===== config.mk =====
export PLATFORM = sky130hd
export DESIGN_NAME = relu_backprop_stream_flat
export DESIGN_NICKNAME = d
export VERILOG_FILES = /design/src/rtl/relu_pkg.sv /design/src/rtl/relu_backprop_stream_if.sv /design/src/rtl/relu_grad_gate.sv /design/src/rtl/relu_backprop_stream.sv /design/src/flat_wrapper.sv
export SDC_FILE = /design/constraint.sdc
export NUM_CORES = 1
export LEC_CHECK = 0
export ABC_AREA = 1
export CORE_AREA = 2 2 171 173
export DETAILED_ROUTE_END_ITERATION = 10
export DIE_AREA = 0 0 173 175
export GPL_TIMING_DRIVEN = 0
export PLACE_DENSITY = 0.42
export SYNTH_ARGS = -nofsm -noshare
export SYNTH_HDL_FRONTEND = slang
export SYNTH_HIERARCHICAL = 1
export SYNTH_SLANG_ARGS = --single-unit

===== constraint.sdc =====
create_clock -name clk -period 1.84 [get_ports clk]
set_input_delay 0.184 -clock clk [delete_from_list [all_inputs] [get_ports clk]]
set_output_delay 0.184 -clock clk [all_outputs]
set_load 0.02 [all_outputs]

===== src/rtl/relu_pkg.sv =====
// Shared definitions for the ReLU forward/backward paths: state encoding,
// default geometry and the sign-extract helper used for mask generation.
package relu_pkg;

  typedef enum logic {
    EMPTY  = 1'b0,
    LOADED = 1'b1
  } state_t;

  localparam int DEF_W          = 5;
  localparam int DEF_H          = 5;
  localparam int DEF_DATA_WIDTH = 16;
  localparam int DEF_LEAK_SHIFT = 3;
  localparam int N              = DEF_W * DEF_H;

  // Two's-complement sign bit; zero counts as non-negative.
  function automatic logic is_negative(input logic [DEF_DATA_WIDTH-1:0] v);
    return v[DEF_DATA_WIDTH-1];
  endfunction

endpackage


===== src/rtl/relu_backprop_stream_if.sv =====
// Stream bundle for relu_backprop_stream: forward-map capture, upstream
// gradient input, gated gradient output and status.
interface relu_backprop_stream_if
  import relu_pkg::*;
#(
  parameter int W          = DEF_W,
  parameter int H          = DEF_H,
  parameter int DATA_WIDTH = DEF_DATA_WIDTH
);
  localparam int NUM = W * H;

  // Handshake rule for fwd, g and o channels: a beat transfers on a rising
  // edge where valid && ready; the source holds valid and data stable until
  // that edge, and ready may depend combinationally on valid.
  logic                      clear;
  logic [NUM*DATA_WIDTH-1:0] fwd_in;
  logic                      fwd_valid;
  logic                      fwd_ready;
  logic [DATA_WIDTH-1:0]     g_data;
  logic                      g_valid;
  logic                      g_ready;
  logic [DATA_WIDTH-1:0]     o_data;
  logic                      o_valid;
  logic                      o_ready;
  logic                      o_last;
  logic                      mask_loaded;

  modport master (
    output clear, fwd_in, fwd_valid, g_data, g_valid, o_ready,
    input  fwd_ready, g_ready, o_data, o_valid, o_last, mask_loaded
  );

  modport slave (
    input  clear, fwd_in, fwd_valid, g_data, g_valid, o_ready,
    output fwd_ready, g_ready, o_data, o_valid, o_last, mask_loaded
  );

endinterface


===== src/rtl/relu_grad_gate.sv =====
// Per-element gradient gate: pass the gradient where the forward value was
// non-negative. LEAKY_GRAD_EN selects a scaled (>>> LEAK_SHIFT) leak instead of zero.
module relu_grad_gate #(
  parameter int DATA_WIDTH = 16
`ifdef LEAKY_GRAD_EN
  , parameter int LEAK_SHIFT = 3
`endif
) (
  input  logic                  pass,
  input  logic [DATA_WIDTH-1:0] g,
  output logic [DATA_WIDTH-1:0] result
);

`ifdef LEAKY_GRAD_EN
  assign result = pass ? g : DATA_WIDTH'($signed(g) >>> LEAK_SHIFT);
`else
  assign result = pass ? g : '0;
`endif

endmodule


===== src/rtl/relu_backprop_stream.sv =====
// ReLU backward path: captures the forward map's sign mask, then gates one
// gradient element per beat. Optional leak variant under LEAKY_GRAD_EN.
module relu_backprop_stream
  import relu_pkg::*;
#(
  parameter int W          = DEF_W,
  parameter int H          = DEF_H,
  parameter int DATA_WIDTH = DEF_DATA_WIDTH
`ifdef LEAKY_GRAD_EN
  , parameter int LEAK_SHIFT = DEF_LEAK_SHIFT
`endif
) (
  input  logic                   clk,
  input  logic                   rst_n,
  relu_backprop_stream_if.slave  bus,
  output state_t                 dbg_state
);

  localparam int NUM   = W * H;
  localparam int IDX_W = (NUM > 1) ? $clog2(NUM) : 1;

  state_t                state;
  logic [NUM-1:0]        mask;
  logic [NUM-1:0]        fwd_mask;
  logic [IDX_W-1:0]      idx;
  logic [DATA_WIDTH-1:0] o_data_q;
  logic [DATA_WIDTH-1:0] gated;
  logic                  o_valid_q;
  logic                  o_last_q;
  logic                  fwd_ready;
  logic                  g_ready;
  logic                  fwd_fire;
  logic                  g_fire;

  for (genvar i = 0; i < NUM; i++) begin : g_mask
    assign fwd_mask[i] = ~is_negative(bus.fwd_in[i*DATA_WIDTH +: DATA_WIDTH]);
  end

  // Capture only on a frame boundary with nothing pending; a capture
  // request stalls any gradient offered in the same cycle.
  assign fwd_ready = (idx == '0) && !o_valid_q;
  assign fwd_fire  = bus.fwd_valid && fwd_ready;
  assign g_ready   = (state == LOADED) && (!o_valid_q || bus.o_ready) && !fwd_fire;
  assign g_fire    = bus.g_valid && g_ready;

  relu_grad_gate #(
    .DATA_WIDTH (DATA_WIDTH)
`ifdef LEAKY_GRAD_EN
    , .LEAK_SHIFT (LEAK_SHIFT)
`endif
  ) u_gate (
    .pass   (mask[idx]),
    .g      (bus.g_data),
    .result (gated)
  );

  always_ff @(posedge clk or negedge rst_n) begin
    if (!rst_n) begin
      state     <= EMPTY;
      mask      <= '0;
      idx       <= '0;
      o_data_q  <= '0;
      o_valid_q <= 1'b0;
      o_last_q  <= 1'b0;
    end else if (bus.clear) begin
      state     <= EMPTY;
      mask      <= '0;
      idx       <= '0;
      o_valid_q <= 1'b0;
      o_last_q  <= 1'b0;
    end else begin
      if (fwd_fire) begin
        mask  <= fwd_mask;
        state <= LOADED;
      end
      if (g_fire) begin
        o_data_q  <= gated;
        o_valid_q <= 1'b1;
        o_last_q  <= (idx == IDX_W'(NUM-1));
        idx       <= (idx == IDX_W'(NUM-1)) ? '0 : idx + 1'b1;
      end else if (o_valid_q && bus.o_ready) begin
        o_valid_q <= 1'b0;
        o_last_q  <= 1'b0;
      end
    end
  end

  assign bus.fwd_ready   = fwd_ready;
  assign bus.g_ready     = g_ready;
  assign bus.o_data      = o_data_q;
  assign bus.o_valid     = o_valid_q;
  assign bus.o_last      = o_last_q;
  assign bus.mask_loaded = (state == LOADED);
  assign dbg_state       = state;

endmodule


===== src/flat_wrapper.sv =====
// flat-port wrapper written by rule: the top's interface ports become plain ports
module relu_backprop_stream_flat import relu_pkg::*;
#(
  parameter int W          = DEF_W,
  parameter int H          = DEF_H,
  parameter int DATA_WIDTH = DEF_DATA_WIDTH

)
  (clk, rst_n, dbg_state, bus_clear, bus_fwd_in, bus_fwd_valid, bus_g_data, bus_g_valid, bus_o_ready, bus_fwd_ready, bus_g_ready, bus_o_data, bus_o_valid, bus_o_last, bus_mask_loaded);
  relu_backprop_stream_if #(.W(W), .H(H), .DATA_WIDTH(DATA_WIDTH)) bus_i ();
  input  logic clk;
  input  logic rst_n;
  output state_t dbg_state;
  input wire logic [$bits(bus_i.clear)-1:0] bus_clear;
  input wire logic [$bits(bus_i.fwd_in)-1:0] bus_fwd_in;
  input wire logic [$bits(bus_i.fwd_valid)-1:0] bus_fwd_valid;
  input wire logic [$bits(bus_i.g_data)-1:0] bus_g_data;
  input wire logic [$bits(bus_i.g_valid)-1:0] bus_g_valid;
  input wire logic [$bits(bus_i.o_ready)-1:0] bus_o_ready;
  output wire logic [$bits(bus_i.fwd_ready)-1:0] bus_fwd_ready;
  output wire logic [$bits(bus_i.g_ready)-1:0] bus_g_ready;
  output wire logic [$bits(bus_i.o_data)-1:0] bus_o_data;
  output wire logic [$bits(bus_i.o_valid)-1:0] bus_o_valid;
  output wire logic [$bits(bus_i.o_last)-1:0] bus_o_last;
  output wire logic [$bits(bus_i.mask_loaded)-1:0] bus_mask_loaded;
  assign bus_i.clear = bus_clear;
  assign bus_i.fwd_in = bus_fwd_in;
  assign bus_i.fwd_valid = bus_fwd_valid;
  assign bus_i.g_data = bus_g_data;
  assign bus_i.g_valid = bus_g_valid;
  assign bus_i.o_ready = bus_o_ready;
  assign bus_fwd_ready = bus_i.fwd_ready;
  assign bus_g_ready = bus_i.g_ready;
  assign bus_o_data = bus_i.o_data;
  assign bus_o_valid = bus_i.o_valid;
  assign bus_o_last = bus_i.o_last;
  assign bus_mask_loaded = bus_i.mask_loaded;
  relu_backprop_stream #(.W(W), .H(H), .DATA_WIDTH(DATA_WIDTH)) u_core (.clk(clk), .rst_n(rst_n), .bus(bus_i), .dbg_state(dbg_state));
endmodule

# Word level (Yosys, flattened, before mapping)
# Cells that the tools add are included.
[classes]
n_mul = 0
reduce_logical = 14
shifts = 0
n_div = 0
n_eq_ne = 1
n_mux = 15
add_sub_neg = 1
magnitude_cmp = 1
n_bitwise = 26
[op_table]
columns = ["operator", "count"]
rows = [
  ["$mux W25", 2],
  ["$not A1 Y1", 26],
  ["$mux W16", 1],
  ["$mux W5", 3],
  ["$mux W1", 8],
  ["$logic_and A1 B1 Y1", 6],
  ["$lt A5 B6 Y1 const B", 1],
  ["$add A5 B1 Y5 const B", 1],
  ["$bmux W1 S5", 1],
  ["$eq A5 B5 Y1 const B", 1],
  ["$logic_not A5 Y1", 1],
  ["$reduce_bool A2 Y1", 2],
  ["$reduce_bool A3 Y1", 1],
  ["$logic_not A1 Y1", 2],
  ["$reduce_and A2 Y1", 1],
  ["$logic_or A1 B1 Y1", 1],
]
[totals]
output_inout_bits = 22
n_memories = 0
latch_bits = 0
mem_bits_rw = 0
regBits = 49
mem_bits_ro = 0
elab_cells = 64

# Longest topological paths before layout
[logic_depth]
ltp_word = 8
depth_mapped = 16
depth_no_buf = 12

# Cells and area by module
# The synthesis kept the hierarchy.
[modules_own_cells]
columns = ["module", "instances", "area_per_inst_um2", "cells_each", "seq_area_each_um2"]
rows = [
  ["relu_backprop_stream", 1, 2321.0, 267, 1226.2],
  ["relu_grad_gate", 1, 163.9, 34, 0.0],
]

# Worst setup path before layout
# Ideal clock, no wire load.
[synth_path]
path_type = "register to output"
start = "register u_core.idx[0]"
end = "output port bus_fwd_ready"
stages_incl_launch_ff = 7
required_ns = 1.656
arrival_ns = 1.652
path_slack_ns = 0.004
path_buffers = 2
path_cell_list = "dfrtp_1 buf_2 inv_1 buf_4 ha_1 inv_1 nor4_1"
[synth_between]
elab_chain_len = 2
[synth_lines]
columns = ["element", "line_no", "text"]
rows = [
  ["start, declared", "relu_backprop_stream.sv:25", "logic [IDX_W-1:0] idx;"],
  ["start signal, assigned", "relu_backprop_stream.sv:80", "idx <= (idx == IDX_W'(NUM-1)) ? '0 : idx + 1'b1;"],
  ["$logic_not A5 Y1", "relu_backprop_stream.sv:41", "assign fwd_ready = (idx == '0) && !o_valid_q;"],
  ["$logic_and A1 B1 Y1", "relu_backprop_stream.sv:41", ""],
  ["end, declared", "flat_wrapper.sv:20", "output wire logic [$bits(bus_i.fwd_ready)-1:0] bus_fwd_ready;"],
]
# Every way passes these cells.

# Worst setup path after layout
[layout_path]
start = "register u_core.idx[0]"
end = "register u_core.o_data_q[5], in the netlist u_core/bus.o_data[5]"
[layout_rtl]
columns = ["element", "line_no", "text"]
rows = [
  ["$bmux W1 S5", "relu_backprop_stream.sv:52", ".pass (mask[idx]),"],
  ["$mux W1 (not written as such)", "relu_backprop_stream.sv:52", ""],
  ["$mux W16", "relu_grad_gate.sv:17", "assign result = pass ? g : '0;"],
  ["via u_core.gated[5]", "relu_backprop_stream.sv:27", "logic [DATA_WIDTH-1:0] gated;"],
  ["end signal, assigned", "relu_backprop_stream.sv:77", "o_data_q <= gated;"],
  ["end, declared", "relu_backprop_stream.sv:26", "logic [DATA_WIDTH-1:0] o_data_q;"],
]
# The timed path passes the listed nets, and every way through them passes these cells. The select of a mux whose other input is x is not followed.
# A chain may end at the register's enable or synchronous reset.

==> impl_metrics.yaml <==
placed_design:
  pre_cts_ws_ns: -0.5955
  dp_hpwl_mm: 6.452
  place.gp.congestion: 0.7097
  placed_area_um2: 3661
  io_buffer_count: 68
routing:
  vias_per_cell: 2.893
  wl_mm: 8.576
  drt_iter0_drc: 104
  routedWlPerCell_um: 11.04
  drtPass1Iterations: 4
  drc: 0
  drtAntennaViolNets: 0
  dr_total_vias: 2248
die:
  fp-row-count: 62
  die_h_um: 175
  start_util: 0.08752
  core_um2: 28390
  io_pins: 444
  dieArea_um2: 30280
  floorplan.die.width_um: 173
synth:
  ys_seq_area_frac: 0.4935
  synth_top_cell_by_area: "dfrtp_1"
  syn_nets: 725
  synth-seq-cells: 49
  synth.top_cell.area_share: 0.4935
  yosysUniqueCellTypes: 28
  netlist_instances: 301
  synth.avg_cell_area_um2: 8.255
  ys_top_cells_by_area: "dfrtp_1 49%, nand2_1 15%, inv_1 6.3%, nand3_1 4.8%, o22ai_1 3.8%"
  synth-warning-count: 6
  synthesis.area_um2: 2485
timing:
  hold_viol: 0
  slew_violations: 0
  hold_slack_ns: 0.3639
  relSlewSlack: 0.6128
  period_share: 1.007
  max_freq_mhz: 539.7
  tightestPinTransition_ns: 0.5802
  finClkSkew_ns: 0.008322
  setup-tns-final_ns: -0.05769
  rsz0062_at_grt: "true"
  final.setup.worst_slack_ns: -0.01285
  fin_crit_ns: 1.853
  setup_viol: 6
global_routing:
  grtUsageTotal: 0.05643
  grt_overflow: 0
  grt_pass1_vias: 2325
  grt_max_degree: 36
  antenna_found_initial: 0
  grt_pass1_wl_mm: 13.21
outcome:
  violations: "negative setup slack"
  status: "finished with violations"
clocking:
  htree_levels: 2
  root_buffer: "clkbuf_16"
  clk_latency_ns: 0.30
  clock_tree.buffer_depth: 2
  cts_buffers: 5
  clock-sinks: 49
  cts_tree: "yes"
  clkTransAtPathRegs_ns: 0.07
critical_path:
  cp_max_fo: 7
  worst_path_max_delay_cell: "dfrtp_1"
  path_cells: "buf_6 -> inv_4 -> buf_8 -> buf_6 -> nand2_1 -> nand3_1 -> nand3_1 -> nand3_2 -> nor2_4 -> nor2_4 -> clkbuf_16 -> nand2_2 -> inv_2 -> nand2_1 -> nand2_1"
  slowest_delay_ns: 0.39
  path_delay_family: "simple AND/OR/NAND/NOR gates"
  crit_top_cell: "nand2_1"
  crit_buf_inv: 6
  start_kind: "flop"
  criticalPathCategory: "flop to flop"
  cp.required_ns: 2.08
  r2r-start: "u_core/idx[0]$_DFFE_PN0P_"
  critical_path_arrival_ns: 2.09
  reg2regPathDepth: 15
  cp-end-kind: "flop"
  reg2reg_to: "u_core/bus.o_data[5]$_DFFE_PN0P_"
  r2r_setup_slack_ns: -0.01
pwr:
  netSwitchingPower_w: 0.0009437
  p_clk_frac: 0.322
  seqPwrFrac: 0.402
  power_frac_comb: 0.276
  p_int_w: 0.002159
  p_leak_nw: 1.849
  switching_share: 0.3042
  power_density_nw_per_um2: 748.2
  vdd_ir_drop_max_uv: 357.8
flow_run:
  cap_viol_max_count: 0
cells_and_area:
  final_cell_mix: "82 x nand2_1, 65 x clkdlybuf4s50_1, 49 x dfrtp_1"
  finalNetCount: 816
  postLayoutCoreUtil: 0.1460
  final_common_cell: "nand2_1"
  drive_above_1_share: 0.2494
  n_fill_cell: 3309
  area_delta_synth_final_pct: 66.87
  finalInstanceArea_um2: 4146
  antennaDiodeCount: 0
min_path:
  hold_path.class: "input port to asynchronous set/reset pin"
## timing repair
action	in CTS	in global routing
hold endpoints to repair	14	0
pin swaps	5	21
setup buffers	7	6
endpoints found under the setup margin	51	46
gates cloned	0	2
hold buffers	1	0
resized for setup	39	48
## power by group through the flow
stage	combinational, W	clock (W)	sequential [W]
2_1_floorplan	0.000287	0	0.00134
5_1_grt	0.000928	0.00108	0.00126
3_3_place_gp	0.000744	0	0.00127
6_report	0.000856	0.000999	0.00125
4_1_cts	0.000797	0.00103	0.00125
3_5_place_dp	0.000748	0	0.00127
## layer usage
layer / GRT usage / part of all wire / wire (um) / up-vias
met4: 0.02048 / 0.020 / 172 / 0
met3: 0.01023 / 0.031 / 270 / 8
met5: 0 / 0 / 0 / -
met1: 0.06984 / 0.46 / 3915 / 1073
met2: 0.09783 / 0.49 / 4217 / 35
li1: - / - / - / 1132
## synthesized netlist by cell type
cell,n
nand2_2,5
nand4_4,1
nand3_1,24
buf_6,4
nand2_4,2
or2_2,1
inv_1,42
nor4_1,1
nor2_4,2
nor2_1,9
buf_12,1
o21ai_2,5
o211ai_1,2
xor2_1,1
inv_2,1
clkinv_1,1
nand3_4,2
buf_4,4
ha_1,2
clkbuf_1,2
o21ai_0,15
a21oi_1,7
o22ai_1,15
nand2_1,97
dfrtp_1,49
nand4_1,1
nor3_1,1
buf_2,4
## state kept, by name, indices dropped and copies added (netlist names)
| register | count |
|---|---|
| u_core/bus.o_data | 16 |
| u_core/bus.o_valid | 1 |
| u_core/idx | 5 |
| u_core/mask | 25 |
| u_core/bus.o_last | 1 |
| u_core/bus.mask_loaded | 1 |
## per-stage QoR
stage                     power [W]  cells
after CTS                  0.003080    769
final                      0.003102    777
after floorplan            0.001630    301
after global routing       0.003268    777
after detailed placement   0.002018    754
after global placement     0.002012    753
## worst max-delay path by stage
stage	startpoint	to	slack [ns]	cells past startpoint
after floorplan	u_core/idx[0]$_DFFE_PN0P_	bus_fwd_ready	0.004	6
after global placement	rst_n	u_core/mask[8]$_DFFE_PN0P_	-1.14	1
after detailed placement	u_core/idx[1]$_DFFE_PN0P_	bus_g_ready	-0.60	9
after CTS	u_core/idx[0]$_DFFE_PN0P_	bus_g_ready	-0.02	10
after global routing	u_core/idx[0]$_DFFE_PN0P_	u_core/idx[3]$_DFFE_PN0P_	-0.13	13
final	u_core/idx[0]$_DFFE_PN0P_	u_core/bus.o_data[5]$_DFFE_PN0P_	-0.01	15
## cell families after synthesis
family,Yosys count,synth area share
and+or+nand+nor,146,0.2714
buffers and inverters,59,0.1158
DFF,49,0.4935
AOI/OAI and AO/OA,44,0.1057
adders and majority gates,2,0.01007
xor gates and xnor gates,1,0.003525
## cell type report
cell class / instances / area (um^2) / share of cell area
Sequential cell: 49 / 1226 / 0.2957
Multi-Input combinational cell: 193 / 1097 / 0.2646
Timing Repair Buffer: 85 / 862.1 / 0.2079
Tap cell: 384 / 480.5 / 0.1159
Inverter: 44 / 175.2 / 0.04224
Buffer: 14 / 148.9 / 0.03591
Clock buffer: 6 / 138.9 / 0.03349
Clock inverter: 2 / 17.52 / 0.004224
## worst register-to-register path: cells and delay by family (launching register included)
kind / cells / cell delay (ns)
buffers and inverters: 6 / 0.69
AND/OR/NAND/NOR: 9 / 0.71
flip-flops: 1 / 0.39
(Power assumes the default switching activity.)
